$ cat config.mk
export PLATFORM = sky130hd
export DESIGN_NAME = bcd_serial_addsub
export DESIGN_NICKNAME = d
export VERILOG_FILES = /design/src/rtl/bcd_serial_addsub.sv
export SDC_FILE = /design/constraint.sdc
export NUM_CORES = 1
export LEC_CHECK = 0
export CAP_MARGIN = 20
export CORE_MARGIN = 2
export CORE_UTILIZATION = 40
export CTS_BUF_LIST = sky130_fd_sc_hd__clkbuf_8
export CTS_CLUSTER_DIAMETER = 50
export CTS_CLUSTER_SIZE = 24
export DETAILED_ROUTE_END_ITERATION = 8
export PLACE_DENSITY = 0.68
export SETUP_SLACK_MARGIN = 0.3
export SYNTH_ARGS = -nofsm -noshare
export SYNTH_HDL_FRONTEND = slang
export SYNTH_SLANG_ARGS = --single-unit
$ cat constraint.sdc
create_clock -name clk -period 3 [get_ports clk]
set_clock_uncertainty 0.15 [all_clocks]
set_input_delay 0.3 -clock clk [delete_from_list [all_inputs] [get_ports clk]]
set_output_delay 0.3 -clock clk [all_outputs]
set_load 0.01 [all_outputs]
$ cat src/rtl/bcd_serial_addsub.sv
// bcd_serial_addsub: digit-serial multi-digit BCD adder/subtractor with start/busy/done handshake
module bcd_serial_addsub #(
  parameter int DIGITS = 4
) (
  input  logic                clk,
  input  logic                rst,
  input  logic                start,
  input  logic                sub,
  input  logic [4*DIGITS-1:0] a,
  input  logic [4*DIGITS-1:0] b,
  input  logic                cin,
  output logic [4*DIGITS-1:0] s,
  output logic                cout,
  output logic                invalid,
  output logic                busy,
  output logic                done
);
  localparam int W  = 4 * DIGITS;
  localparam int IW = (DIGITS > 1) ? $clog2(DIGITS) : 1;
  typedef enum logic [1:0] {IDLE, RUN, DONE} state_t;
  state_t          state;
  logic [W-1:0]    a_sh, b_sh, res, b_nc;
  logic [DIGITS-1:0] bad;
  logic [IW-1:0]   idx;
  logic            c, inv;
  logic [4:0]      t;
  logic [3:0]      dig;
  logic [W+3:0]    res_nx;
  // per-digit nine's complement of b and digit-validity flags of the incoming operands
  for (genvar i = 0; i < DIGITS; i++) begin : g_dig
    assign b_nc[4*i+:4] = 4'd9 - b[4*i+:4];
    assign bad[i]       = (a[4*i+:4] > 4'd9) | (b[4*i+:4] > 4'd9);
  end
  // one-digit BCD add on the current low digits; the new digit enters the result from the top
  always_comb begin
    t      = {1'b0, a_sh[3:0]} + {1'b0, b_sh[3:0]} + {4'b0, c};
    dig    = (t > 5'd9) ? t[3:0] + 4'd6 : t[3:0];
    res_nx = {dig, res};
  end
  // control FSM and digit-serial datapath; s/cout/invalid only move on the completing edge
  always_ff @(posedge clk or posedge rst) begin
    if (rst) begin
      state   <= IDLE;
      a_sh    <= '0;
      b_sh    <= '0;
      res     <= '0;
      idx     <= '0;
      c       <= 1'b0;
      inv     <= 1'b0;
      s       <= '0;
      cout    <= 1'b0;
      invalid <= 1'b0;
      busy    <= 1'b0;
      done    <= 1'b0;
    end else begin
      case (state)
        IDLE, DONE: begin
          done  <= 1'b0;
          state <= start ? RUN : IDLE;
          if (start) begin
            a_sh <= a;
            b_sh <= sub ? b_nc : b;
            c    <= sub ? ~cin : cin;
            inv  <= |bad;
            res  <= '0;
            idx  <= '0;
            busy <= 1'b1;
          end
        end
        RUN: begin
          a_sh <= a_sh >> 4;
          b_sh <= b_sh >> 4;
          c    <= t > 5'd9;
          res  <= res_nx[W+3:4];
          idx  <= idx + IW'(1);
          if (idx == IW'(DIGITS - 1)) begin
            state   <= DONE;
            busy    <= 1'b0;
            done    <= 1'b1;
            s       <= res_nx[W+3:4];
            cout    <= t > 5'd9;
            invalid <= inv;
          end
        end
        default: state <= IDLE;
      endcase
    end
  end
endmodule

# After elaboration in Yosys (flattened, before gate mapping)
# Cells that the tools add are included.
[op_classes]
n_eq_ne = 5
mux = 21
n_bitwise = 5
magnitude_cmp = 9
reduce_logical = 9
n_addsub = 8
[op_table]
columns = ["cell", "n"]
rows = [
  ["16-bit case mux with 2 select lines", 3],
  ["16-bit 2-to-1 mux", 4],
  ["4-bit > comparator (second input constant)", 8],
  ["4-bit subtractor (first input constant)", 4],
  ["2-bit case mux with 2 select lines", 2],
  ["2-bit AND reduction", 4],
  ["1-bit 2-to-1 mux", 6],
  ["1-bit case mux with 2 select lines", 3],
  ["4-bit by 4-bit adder with 5-bit output", 1],
  ["5-bit by 1-bit adder with 5-bit output", 1],
  ["5-bit by 4-bit > comparator with 1-bit output (second input constant)", 1],
  ["4-bit by 3-bit adder with 4-bit output (second input constant)", 1],
  ["2-bit == test (second input constant)", 2],
  ["2-bit 2-to-1 mux", 2],
  ["4-bit 2-to-1 mux", 1],
  ["2-bit inequality test (second input constant)", 2],
  ["1-bit bitwise OR", 4],
  ["4-bit OR reduction", 1],
  ["3-bit AND reduction", 1],
  ["2-bit by 1-bit adder with 2-bit output (second input constant)", 1],
  ["2-bit by 1-bit == test with 1-bit output (second input constant)", 1],
  ["2-bit logical NOT", 1],
  ["2-bit nonzero test", 1],
  ["2-bit OR reduction", 1],
  ["1-bit inverter", 1],
]
[totals]
out_inout_bits = 20
input_bits = 37
wordCells = 69
register_bits = 74

# Longest topological paths before layout
[logic_depth]
ltp_word = 5
depth_mapped = 7
depth_no_buf = 7

# Worst setup path before layout
# OpenSTA, ideal clock, no wires.
[synth_path]
kind = "register to register"
start = "reg c"
end = "reg res[14]"
synth_period_minus_slack_ps = 2663
setup_time_ps = 125
n_path_buf = 0
t_required_ps = 2725
path_stages_with_launch = 8
t_arrival_ps = 2388
setup_slack_ps = 337
cell_sequence = "dfrtp_1 fa_1 fa_1 inv_1 ha_1 a21o_1 o21a_1 mux2_4"
[synth_between]
elab_chain_len = 4
elab_cells_between_ends = 5
cone_classes = "2 x add/sub; 1 x order compare; 2 x mux"
[synth_lines]
columns = ["element", "line_no", "text"]
rows = [
  ["start: declaration", "25", "logic c, inv;"],
  ["start signal: assignment", "63", "c <= sub ? ~cin : cin;"],
  ["start signal: assignment", "73", "c <= t > 5'd9;"],
  ["5-bit by 1-bit adder with 5-bit output (*)", "36", "t = {1'b0, a_sh[3:0]} + {1'b0, b_sh[3:0]} + {4'b0, c};"],
  ["4-bit by 3-bit adder with 4-bit output / 5-bit by 4-bit > comparator with 1-bit output (equally long branches)", "37", "dig = (t > 5'd9) ? t[3:0] + 4'd6 : t[3:0];"],
  ["4-bit 2-to-1 mux (*)", "37", ""],
  ["16-bit case mux with 2 select lines (*)", "56", "case (state)"],
  ["end signal: assignment", "74", "res <= res_nx[W+3:4];"],
  ["end: declaration", "22", "logic [W-1:0] a_sh, b_sh, res, b_nc;"],
]
# Every way passes the cells marked *; elsewhere a longest branch is shown, timed or not.
# A chain may end at the register's enable or synchronous reset.

# Worst setup path after layout
[layout_path]
start = "reg b_sh[0]"
end = "reg res[14]"
[layout_between]
elab_chain_len = 5
elab_cells_between_ends = 6
cone_classes = "3 x add/sub; 1 x order compare; 2 x mux"
[layout_lines]
columns = ["element", "line_no", "text"]
rows = [
  ["start: declaration", "22", ""],
  ["start signal: assignment", "62", "b_sh <= sub ? b_nc : b;"],
  ["start signal: assignment", "72", "b_sh <= b_sh >> 4;"],
  ["4-bit by 4-bit adder with 5-bit output (*)", "36", ""],
  ["5-bit by 1-bit adder with 5-bit output (*)", "36", ""],
  ["4-bit by 3-bit adder with 4-bit output / 5-bit by 4-bit > comparator with 1-bit output (equally long branches)", "37", ""],
  ["4-bit 2-to-1 mux (*)", "37", ""],
  ["16-bit case mux with 2 select lines (*)", "56", ""],
]
# Marks and branches as above.

==> impl_metrics.ini <==
[outcome]
status = finished clean

[detailed_routing]
finalWirelength_um = 7035
detail_route.wl_per_cell_um = 14.48
drc = 0
dr_total_vias = 2511
first_pass_iters = 4
antenna_left = 0
first_iter_violations = 121
vias_per_cell = 5.167

[timing]
setup_viol = 0
fin_tns_setup_ps = 0
hold_violations = 0
timing.final.crit_share_pct = 87.74
tightest_slew_ps = 708.6
max_freq_mhz = 379.9
layout_min_cycle_time_ps = 2632
hold_ws_ps = 170.6
slew_viol_final = 0
rsz0062_at_grt = yes
relSlewSlack_pct = 52.61

[job]
cap_violations = 0

[worst_setup_path]
slowest_delay_ps = 540
crit_type = reg -> reg
path_max_fanout = 6
cp_slowest_cell = fa_2
end_kind = register
cp-start-kind = register
cp_common_cell = fa_2
reg2reg_depth = 7
path_cells = fa_2 -> fa_2 -> inv_1 -> ha_4 -> a21o_4 -> o21a_2 -> mux2_4
required_ps = 3090
arrival_ps = 2720

[synth]
ys_seq_area_share_pct = 54.60
mappedNetlistArea_um2 = 3208
ys.flop_type = dfrtp_1
avgSynthCellArea_um2 = 9.994
synthCells = 321
yosysUniqueCellTypes = 35
ys_warn_count = 0
syn-num-nets = 369
synth_seq_cells = 70
async_flop_share_pct = 100.0
synth_edf_count = 0

[global_routing]
grt_max_degree = 47
antenna_found_initial = 0
overflow = 0
grt_first_pass_wirelength_um = 11790
track_usage_pct = 17.41
first_global_vias = 2509

[cts]
clockBufferDepth = 2
numCtsBuffers = 9
htree_levels = 3
cts_tree = built
cts_root_buf = clkbuf_8
cts.sinks = 70
path_clk_slew_ps = 80
clock_latency_ps = 350

[place]
gp_congestion = 0.7737
dp_hpwl_um = 4902
io_buffers = 56

[die]
io_pins = 57
floorplan.rows = 32
dieWidth_um = 93.56
core_area_um2 = 7767
dieArea_um2 = 8753
dieHeight_um = 93.56
start_util_pct = 41.30

[power_and_ir_drop]
total_power_mw = 4.906
p_leak_nw = 1.964
power.density_nw_per_um2 = 1174
vdd_drop_max_v = 0.0004427

[hold_path]
min_path_type = in -> async

[layout]
nets = 427
areaGrowthSynthToFinish_pct = 30.23
drive_above_1_share_pct = 9.896
diodes = 0
## cells in the mapped netlist, types with 5 or more instances
library cell,instances,area [µm²]
clkbuf_1,11,41.29
ha_1,9,112.6
inv_1,11,41.29
a22oi_1,21,157.7
a22o_1,13,113.9
o21ai_0,28,140.1
buf_2,5,25.02
mux2i_1,5,50.05
dfrtp_1,70,1752
nor2_1,5,18.77
xnor2_1,6,52.55
nand2_1,94,352.8
## cell usage in the layout, fill, tap and decap left out, types with 3 or more instances in the layout
cell type	n
clkbuf_8	9
buf_4	5
xnor2_1	5
xor2_1	4
dfrtp_1	70
nor2_1	5
mux2i_1	5
a21oi_1	4
a22oi_1	21
a221o_1	3
a21o_1	3
nand2_1	94
o21ai_0	28
ha_1	8
clkinv_4	3
a22o_1	13
inv_1	10
clkdlybuf4s50_1	56
## kinds of logic (layout without fill, tap and decap cells)
| family | count (synthesis) | count (layout) | share of synthesized area (%) |
|---|---|---|---|
| and+or+nand+nor | 116 | 116 | 14.98 |
| AOI/OAI and AO/OA | 79 | 79 | 16.93 |
| DFF | 70 | 70 | 54.60 |
| buffers and inverters | 28 | 91 | 3.471 |
| adders and majority gates | 11 | 11 | 4.758 |
| xor gates and xnor gates | 11 | 11 | 3.237 |
| muxes | 6 | 6 | 2.028 |
## routing by layer
| metal | wire (µm) | GRT usage (%) | part of all wire, % | vias to the layer above |
|---|---|---|---|---|
| met4 | 42 | 3.261 | 0.60 | 0 |
| met2 | 3517 | 30.28 | 50 | 78 |
| li1 | - | - | - | 1222 |
| met5 | 0 | 0 | 0 | - |
| met3 | 418 | 5.963 | 5.9 | 5 |
| met1 | 3057 | 21.18 | 43 | 1206 |
## report_power, final
| part | switching (mW) | total [mW] | internal, mW |
|---|---|---|---|
| Combinational | 1.24 | 2.43 | 1.19 |
| Sequential | 0.274 | 1.64 | 1.37 |
| Clock | 0.370 | 0.841 | 0.470 |
| Total | 1.88 | 4.91 | 3.02 |
## state kept, by name (all words and copies together), names as in the netlist
name,flops
c,1
invalid,1
done,1
inv,1
res,12
idx,2
busy,1
cout,1
state,2
b_sh,16
a_sh,16
s,16
## per-stage QoR
step / worst slack, ps / instance area (µm²) / std cells / utilization, %
floorplan: 336.7 / 3208 / 321 / -
global placement: 216.5 / 3895 / 468 / 50.14
detailed placement: 102.9 / 3895 / 468 / 50.14
CTS: 311.4 / 4139 / 485 / 53.29
global route: 281.1 / 4178 / 486 / 53.79
finish: 367.8 / 4178 / 486 / 53.79
## cell type report
type	count	area, µm²
clock inverters	7	98.84
clock buffers	9	123.9
flip-flops and latches	70	1752
repair buffers	63	638.1
inverters	12	45.04
multi-input cells	223	1393
well taps	102	127.6
fillers	710	3590
## critical path, delay by kind of cell (launching register included)
kind,cells,cell delay [ps]
mux,1,290
buf+inv,1,80
flops,1,410
compound gates,2,470
fa+ha+maj,3,1120
## path summary, 6_finish.rpt
kind	from	endpoint	slack, ps
max	b_sh[0]	res[14]	370
min	rst	b_sh[13]	170
max reg2reg	b_sh[0]	res[14]	370
min reg2reg	s[11]	s[11]	330
max in group asynchronous	rst	res[15]	1890
min in group clk	s[11]	s[11]	330
## what timing repair did
| action | in CTS | in global routing |
|---|---|---|
| setup endpoints to repair | 6 | 4 |
| gates resized for setup | 4 | 4 |
| pin swaps | 2 | 4 |
| hold buffers | 0 | 0 |
| buffers inserted | 1 | 1 |
Power figures use the tool's default switching activity.
